--- src/rtl/tx_pkg.sv ---
// Shared definitions for the TX frame-synchronisation stage: FSM encodings,
// length limits and descriptor field placement.
package tx_pkg;

    typedef enum logic [7:0] {
        ST_IDLE = 8'b0000_0001,
        ST_RD   = 8'b0000_0010,
        ST_DEC  = 8'b0000_0100,
        ST_WAIT = 8'b0000_1000,
        ST_BUSY = 8'b0001_0000,
        ST_STL1 = 8'b0010_0000,
        ST_STL2 = 8'b0100_0000,
        ST_HALT = 8'b1000_0000
    } tx_state_e;

    typedef enum logic [1:0] {
        PF_WAIT = 2'd0,
        PF_RD   = 2'd1,
        PF_DEC  = 2'd2,
        PF_DONE = 2'd3
    } pf_state_e;

    localparam int MIN_LEN_DEF = 60;
    localparam int MAX_LEN_DEF = 9600;
    localparam int LEN_LSB     = 0;
    localparam int LEN_W       = 16;

endpackage

--- src/rtl/tx_len_dec.sv ---
// Descriptor byte length -> data qword count, last-qword byte enables and
// legality flag. Purely combinational.
module tx_len_dec
    import tx_pkg::*;
#(
    parameter int MIN_LEN = MIN_LEN_DEF,
    parameter int MAX_LEN = MAX_LEN_DEF
) (
    input  logic [LEN_W-1:0] len_i,
    output logic [12:0]      qw_len_o,
    output logic [7:0]       lst_ben_o,
    output logic             illegal_o
);

    assign qw_len_o  = 13'((len_i + 16'd7) >> 3);
    assign lst_ben_o = (len_i[2:0] == 3'd0) ? 8'hFF : ((8'd1 << len_i[2:0]) - 8'd1);
    assign illegal_o = (32'(len_i) < 32'(MIN_LEN)) || (32'(len_i) > 32'(MAX_LEN));

endmodule

--- src/rtl/tx_frm_sync.sv ---
// Frame sync ahead of the Ethernet transmitter: reads descriptors, triggers
// frames, retires/retries them and prefetches the next frame for back-to-back sends.
module tx_frm_sync
    import tx_pkg::*;
#(
    parameter int BW      = 9,
    parameter int MIN_LEN = MIN_LEN_DEF,
    parameter int MAX_LEN = MAX_LEN_DEF
) (
    input  logic          clk,
    input  logic          rst,
    output logic [BW-1:0] rd_addr,
    input  logic [63:0]   rd_data,
    input  logic [BW:0]   committed_prod,
    input  logic [BW:0]   committed_cons,
    output logic          trig,
    output logic [12:0]   qw_len,
    output logic [7:0]    lst_ben,
    output logic          rsk,
    input  logic          rsk_tk,
    input  logic          sync,
    output logic          err
);

    localparam int PW = BW + 1;
    localparam logic [PW-1:0] PTR_ONE = PW'(1);

    tx_state_e       state_q, state_d;
    pf_state_e       pf_q, pf_d;
    logic [PW-1:0]   head_q, head_d, nxt_head_q, nxt_head_d;
    logic [BW-1:0]   rd_addr_q, rd_addr_d;
    logic            trig_q, trig_d, rsk_q, rsk_d, err_q, err_d;
    logic [12:0]     qw_len_q, qw_len_d, nxt_qw_len_q, nxt_qw_len_d;
    logic [7:0]      lst_ben_q, lst_ben_d, nxt_lst_ben_q, nxt_lst_ben_d;
    logic            nxt_ill_q, nxt_ill_d;
    logic            rsk_tk_q;

    logic [PW-1:0]   avail_s, nxt_avail_s;
    logic [12:0]     cur_qw_s, pf_qw_s;
    logic [7:0]      cur_ben_s, pf_ben_s;
    logic            cur_ill_s, pf_ill_s, take_s;
    logic            unused_s;

    assign avail_s     = committed_prod - head_q;
    assign nxt_avail_s = committed_prod - nxt_head_q;
    assign take_s      = rsk_tk && !rsk_tk_q && rsk_q;
    assign unused_s    = ^rd_data[63:LEN_LSB+LEN_W];

    tx_len_dec #(.MIN_LEN(MIN_LEN), .MAX_LEN(MAX_LEN)) u_cur_dec (
        .len_i     (rd_data[LEN_LSB +: LEN_W]),
        .qw_len_o  (cur_qw_s),
        .lst_ben_o (cur_ben_s),
        .illegal_o (cur_ill_s)
    );

    tx_len_dec #(.MIN_LEN(MIN_LEN), .MAX_LEN(MAX_LEN)) u_pf_dec (
        .len_i     (rd_data[LEN_LSB +: LEN_W]),
        .qw_len_o  (pf_qw_s),
        .lst_ben_o (pf_ben_s),
        .illegal_o (pf_ill_s)
    );

    // Next-state and output-register logic for the frame FSM and prefetch substate
    always_comb begin
        state_d       = state_q;
        pf_d          = pf_q;
        head_d        = head_q;
        nxt_head_d    = nxt_head_q;
        rd_addr_d     = rd_addr_q;
        trig_d        = trig_q;
        rsk_d         = rsk_q;
        err_d         = err_q;
        qw_len_d      = qw_len_q;
        lst_ben_d     = lst_ben_q;
        nxt_qw_len_d  = nxt_qw_len_q;
        nxt_lst_ben_d = nxt_lst_ben_q;
        nxt_ill_d     = nxt_ill_q;
        case (state_q)
            ST_IDLE: begin
                if (avail_s != {PW{1'b0}}) begin
                    rd_addr_d = head_q[BW-1:0];
                    state_d   = ST_RD;
                end else begin
                    state_d   = ST_IDLE;
                end
            end
            ST_RD: state_d = ST_DEC;
            ST_DEC: begin
                if (cur_ill_s) begin
                    err_d   = 1'b1;
                    state_d = ST_HALT;
                end else begin
                    qw_len_d  = cur_qw_s;
                    lst_ben_d = cur_ben_s;
                    state_d   = ST_WAIT;
                end
            end
            ST_WAIT: begin
                if (32'(avail_s) >= 32'(qw_len_q) + 32'd1) begin
                    trig_d     = 1'b1;
                    nxt_head_d = head_q + PTR_ONE + PW'(qw_len_q);
                    pf_d       = PF_WAIT;
                    state_d    = ST_BUSY;
                end else begin
                    state_d    = ST_WAIT;
                end
            end
            ST_BUSY: begin
                if (take_s) begin
                    // Back-to-back: the prefetched frame becomes current; sync is ignored.
                    head_d     = nxt_head_q;
                    qw_len_d   = nxt_qw_len_q;
                    lst_ben_d  = nxt_lst_ben_q;
                    nxt_head_d = nxt_head_q + PTR_ONE + PW'(nxt_qw_len_q);
                    rsk_d      = 1'b0;
                    pf_d       = PF_WAIT;
                end else if (sync) begin
                    trig_d  = 1'b0;
                    rsk_d   = 1'b0;
                    state_d = ST_STL1;
                end else begin
                    case (pf_q)
                        PF_WAIT: begin
                            if (nxt_avail_s != {PW{1'b0}}) begin
                                rd_addr_d = nxt_head_q[BW-1:0];
                                pf_d      = PF_RD;
                            end else begin
                                pf_d      = PF_WAIT;
                            end
                        end
                        PF_RD: pf_d = PF_DEC;
                        PF_DEC: begin
                            nxt_qw_len_d  = pf_qw_s;
                            nxt_lst_ben_d = pf_ben_s;
                            nxt_ill_d     = pf_ill_s;
                            pf_d          = PF_DONE;
                        end
                        PF_DONE: begin
                            if (!nxt_ill_q && (32'(nxt_avail_s) >= 32'(nxt_qw_len_q) + 32'd1)) begin
                                rsk_d = 1'b1;
                            end else begin
                                rsk_d = rsk_q;
                            end
                        end
                        default: pf_d = PF_WAIT;
                    endcase
                end
            end
            ST_STL1: state_d = ST_STL2;
            ST_STL2: begin
                // nxt_head_q always equals head+1+qw_len of the current frame here.
                if (committed_cons == nxt_head_q) begin
                    head_d  = nxt_head_q;
                    state_d = ST_IDLE;
                end else begin
                    state_d = ST_WAIT;
                end
            end
            ST_HALT: begin
                trig_d = 1'b0;
                rsk_d  = 1'b0;
            end
            default: begin
                trig_d  = 1'b0;
                rsk_d   = 1'b0;
                state_d = ST_IDLE;
            end
        endcase
    end

    // State and output registers with asynchronous reset
    always_ff @(posedge clk or posedge rst) begin
        if (rst) begin
            state_q       <= ST_IDLE;
            pf_q          <= PF_WAIT;
            head_q        <= {PW{1'b0}};
            nxt_head_q    <= {PW{1'b0}};
            rd_addr_q     <= {BW{1'b0}};
            trig_q        <= 1'b0;
            rsk_q         <= 1'b0;
            err_q         <= 1'b0;
            qw_len_q      <= 13'd0;
            lst_ben_q     <= 8'd0;
            nxt_qw_len_q  <= 13'd0;
            nxt_lst_ben_q <= 8'd0;
            nxt_ill_q     <= 1'b0;
            rsk_tk_q      <= 1'b0;
        end else begin
            state_q       <= state_d;
            pf_q          <= pf_d;
            head_q        <= head_d;
            nxt_head_q    <= nxt_head_d;
            rd_addr_q     <= rd_addr_d;
            trig_q        <= trig_d;
            rsk_q         <= rsk_d;
            err_q         <= err_d;
            qw_len_q      <= qw_len_d;
            lst_ben_q     <= lst_ben_d;
            nxt_qw_len_q  <= nxt_qw_len_d;
            nxt_lst_ben_q <= nxt_lst_ben_d;
            nxt_ill_q     <= nxt_ill_d;
            rsk_tk_q      <= rsk_tk;
        end
    end

    assign rd_addr = rd_addr_q;
    assign trig    = trig_q;
    assign rsk     = rsk_q;
    assign err     = err_q;
    assign qw_len  = qw_len_q;
    assign lst_ben = lst_ben_q;

endmodule

--- config.mk ---
export PLATFORM = sky130hd
export DESIGN_NAME = tx_frm_sync
export DESIGN_NICKNAME = d
export VERILOG_FILES = /design/src/rtl/tx_pkg.sv /design/src/rtl/tx_len_dec.sv /design/src/rtl/tx_frm_sync.sv
export SDC_FILE = /design/constraint.sdc
export NUM_CORES = 1
export LEC_CHECK = 0
export CAP_MARGIN = 30
export CELL_PAD_IN_SITES_DETAIL_PLACEMENT = 0
export CELL_PAD_IN_SITES_GLOBAL_PLACEMENT = 1
export CORE_MARGIN = 2
export CORE_UTILIZATION = 35
export CTS_CLUSTER_SIZE = 25
export DETAILED_ROUTE_END_ITERATION = 16
export GPL_TIMING_DRIVEN = 0
export PLACE_DENSITY_LB_ADDON = 0.12
export SYNTH_ARGS = -nofsm -noshare
export SYNTH_HDL_FRONTEND = slang
export SYNTH_SLANG_ARGS = --single-unit
--- constraint.sdc ---
create_clock -name clk -period 7.3 [get_ports clk]
set_input_delay 1.095 -clock clk [delete_from_list [all_inputs] [get_ports clk]]
set_output_delay 1.095 -clock clk [all_outputs]
set_load 0.05 [all_outputs]
==> results_dict.tcl <==
set metrics [dict create \
    clockBufferDepth 2 \
    synth-simple-area-share_pct 20.4 \
    synth_top_family_by_area "simple AND/OR/NAND/NOR gates" \
    htreeDepth 3 \
    drive_gt1_share_pct 5.47 \
    fin_cells 1093 \
    drv_slew 0 \
    first_iter_violations 276 \
    io_buffers 71 \
    synth_ff_type "dfrtp_1" \
    path_clk_slew_ns 0.06 \
    dr.pass1.iters 4 \
    root_buffer "clkbuf_16" \
    timing.rr.start "head_q[0]" \
    drc_errors 0 \
    crit_start "committed_prod[0]" \
    core-area_um2 18500 \
    grt_antenna_before_repair 0 \
    yosys.area_share.adder_pct 13.1 \
    cts_resized 0 \
    finalSetupTns_ns 0 \
    cts_tree "built" \
    synth-seq-cells 86 \
    synthCells 772 \
    rows 50 \
    globalplace.congestion 0.815 \
    whs_ns 0.482 \
    finalSetupViolations 0 \
    die_area_um2 19800 \
    holdBufCountCts 0 \
    maxCapViolCount 0 \
    vias_per_cell 5.37 \
    cp.required_ns 7.56 \
    hp-class "flip-flop to flip-flop" \
    p_leak_nw 3.44 \
    fin_crit_ns 5.31 \
    finalHoldViolations 0 \
    fin_crit_sh_pct 72.7 \
    critPathLaunchType "input port" \
    grt_use_total_pct 21.1 \
    synth_nets 926 \
    n_antenna_cell 0 \
    ir_drop_mv 0.124 \
    drt_wl_total_um 20200 \
    avgSynthCellArea_um2 8.49 \
    clock_skew_ns 0.00779 \
    rsz0062_at_grt "false" \
    initial_core_util_pct 35.4 \
    yosysSeqAreaShare_pct 32.9 \
    boundaryPins 121 \
    fp.dieW_um 141 \
    tightest_slew_ns 0.902 \
    grt_pass1_wl_um 32500 \
    critical_path.max_fanout 10 \
    maxSlewHeadroom_pct 39.4 \
    final_core_util_pct 42.4 \
    area_delta_synth_final_pct 19.7 \
    end_kind "flip-flop" \
    grt_pass1_vias 6081 \
    dp.cells 1078 \
    path_class "input port to flip-flop" \
    drtAntennaViolNets 0 \
    cts_buffers 9 \
    synth_edf_count 0 \
    final_cell_mix "85 x nor2_1, 85 x dfrtp_1, 72 x nand2_1" \
    dp_hpwl_um 16000 \
    cts_setup_buffers 0 \
    fmax_mhz 188 \
    hold_path_startpoint "err" \
    ys.warnings.count 0 \
    wl_per_cell_um 18.5 \
    synth_compound_area_share_pct 17.5 \
    clock-sinks 86 \
    power-per-cell-area_nw_per_um2 255 \
    synth_cell_types 62 \
    grt.overflow.total 0 \
    muxShareOfSynthArea_pct 3.04 \
    status "finished, final reports clean" \
    nets 1009 \
    synth_area_um2 6550 \
    grt_max_degree 47 \
    synthXorXnorAreaFrac_pct 9.22 \
    vias 5868 \
    async_flop_share_pct 100 \
    crit_arrival_ns 5.57 \
    die_h_um 141 \
    clk_latency_ns 0.34 \
]
layer usage:
metal  up-vias  wire, um  track usage, %
met5         -         0               0
met3        18       659            3.57
met4         0       377            5.79
met2        92      9570            35.7
met1      2854      9560            28.1
li1       2904         -               -
cell usage after synthesis (3+ instances only):
cell type / count / area, um^2
nand2b_1: 7 / 43.8
and2_1: 3 / 18.8
nor3_1: 17 / 85.1
a21oi_1: 61 / 305
dfrtp_1: 85 / 2130
or2_2: 6 / 37.5
inv_1: 46 / 173
xor2_1: 30 / 263
a21o_1: 11 / 82.6
ha_1: 62 / 776
a31oi_1: 11 / 68.8
nor2b_1: 10 / 62.6
nor2_1: 85 / 319
mux2i_1: 3 / 30.0
mux2_2: 15 / 169
clkbuf_1: 16 / 60.1
xnor2_1: 39 / 342
nand4_1: 9 / 56.3
or3_1: 3 / 18.8
nand3b_1: 5 / 37.5
nand3_1: 24 / 120
a21boi_0: 3 / 22.5
a211o_1: 5 / 43.8
o21a_1: 7 / 52.6
o21ai_0: 61 / 305
and3_1: 7 / 43.8
nand2_1: 72 / 270
fa_1: 4 / 80.1
nor4_1: 10 / 62.6
a211oi_1: 5 / 37.5
buf_2: 3 / 15.0
nor3b_1: 3 / 22.5
nor4b_1: 4 / 35.0
metrics by stage:
stage / setup slack [ns] / power [mW] / cell area [um^2]
3_5_place_dp: 1.66 / 1.58 / 7590
6_report: 1.99 / 2.00 / 7850
3_3_place_gp: 1.66 / 1.56 / 7560
5_1_grt: 1.73 / 2.13 / 7850
4_1_cts: 2.01 / 2.02 / 7850
2_1_floorplan: 3.16 / 1.26 / 6550
final timing paths:
check	end	slack, ns	depth (start not counted)
setup / recovery	nxt_head_q[0]	1.99	18
hold / removal	err	0.48	1
setup reg to reg	nxt_head_q[0]	2.87	16
hold reg to reg	err	0.48	1
max in group asynchronous	pf_q[1]	5.46	3
min in group asynchronous	nxt_head_q[1]	1.18	2
cells by family after synthesis:
| kind of cell | Yosys count |
|---|---|
| simple gates | 276 |
| compound gates | 190 |
| flops | 86 |
| xor+xnor | 69 |
| buf+inv | 67 |
| fa+ha+maj | 66 |
| mux | 18 |
cell type report:
cell class | count | area [um^2]
clock inverters | 4 | 25.0
repair buffers | 72 | 738
clock buffers | 11 | 233
multi-input cells | 619 | 4140
flip-flops and latches | 86 | 2150
inverters | 46 | 175
well taps | 234 | 293
fillers | 1868 | 10700
plain buffers | 21 | 90.1
power breakdown:
| part | switching [mW] | total, mW | internal (mW) |
|---|---|---|---|
| logic | 0.554 | 0.911 | 0.356 |
| clock network | 0.200 | 0.428 | 0.228 |
| registers | 0.113 | 0.661 | 0.548 |
| total | 0.868 | 2.00 | 1.13 |
critical path, cell delays in order:
cell and delay (ns):
clkdlybuf4s50_1 0.40, inv_1 0.11, ha_1 0.18, inv_1 0.05, fa_1 0.42, a21oi_1 0.21
o22ai_1 0.14, o41ai_1 0.32, xnor2_1 0.16, ha_1 0.30, o21a_1 0.14, nand3_1 0.07
o21ai_0 0.49, nand4_1 0.33, o21ai_1 0.49, clkbuf_1 0.45, nand3_1 0.11, o21ai_0 0.10
state kept, by name, indices dropped and copies added, names as in the netlist, 2 cells and up:
register	flops
pf_q	2
lst_ben	8
rd_addr	9
nxt_head_q	10
head_q	10
nxt_qw_len_q	13
state_q	8
qw_len	13
nxt_lst_ben_q	8
Power figures use the tool's default switching activity.
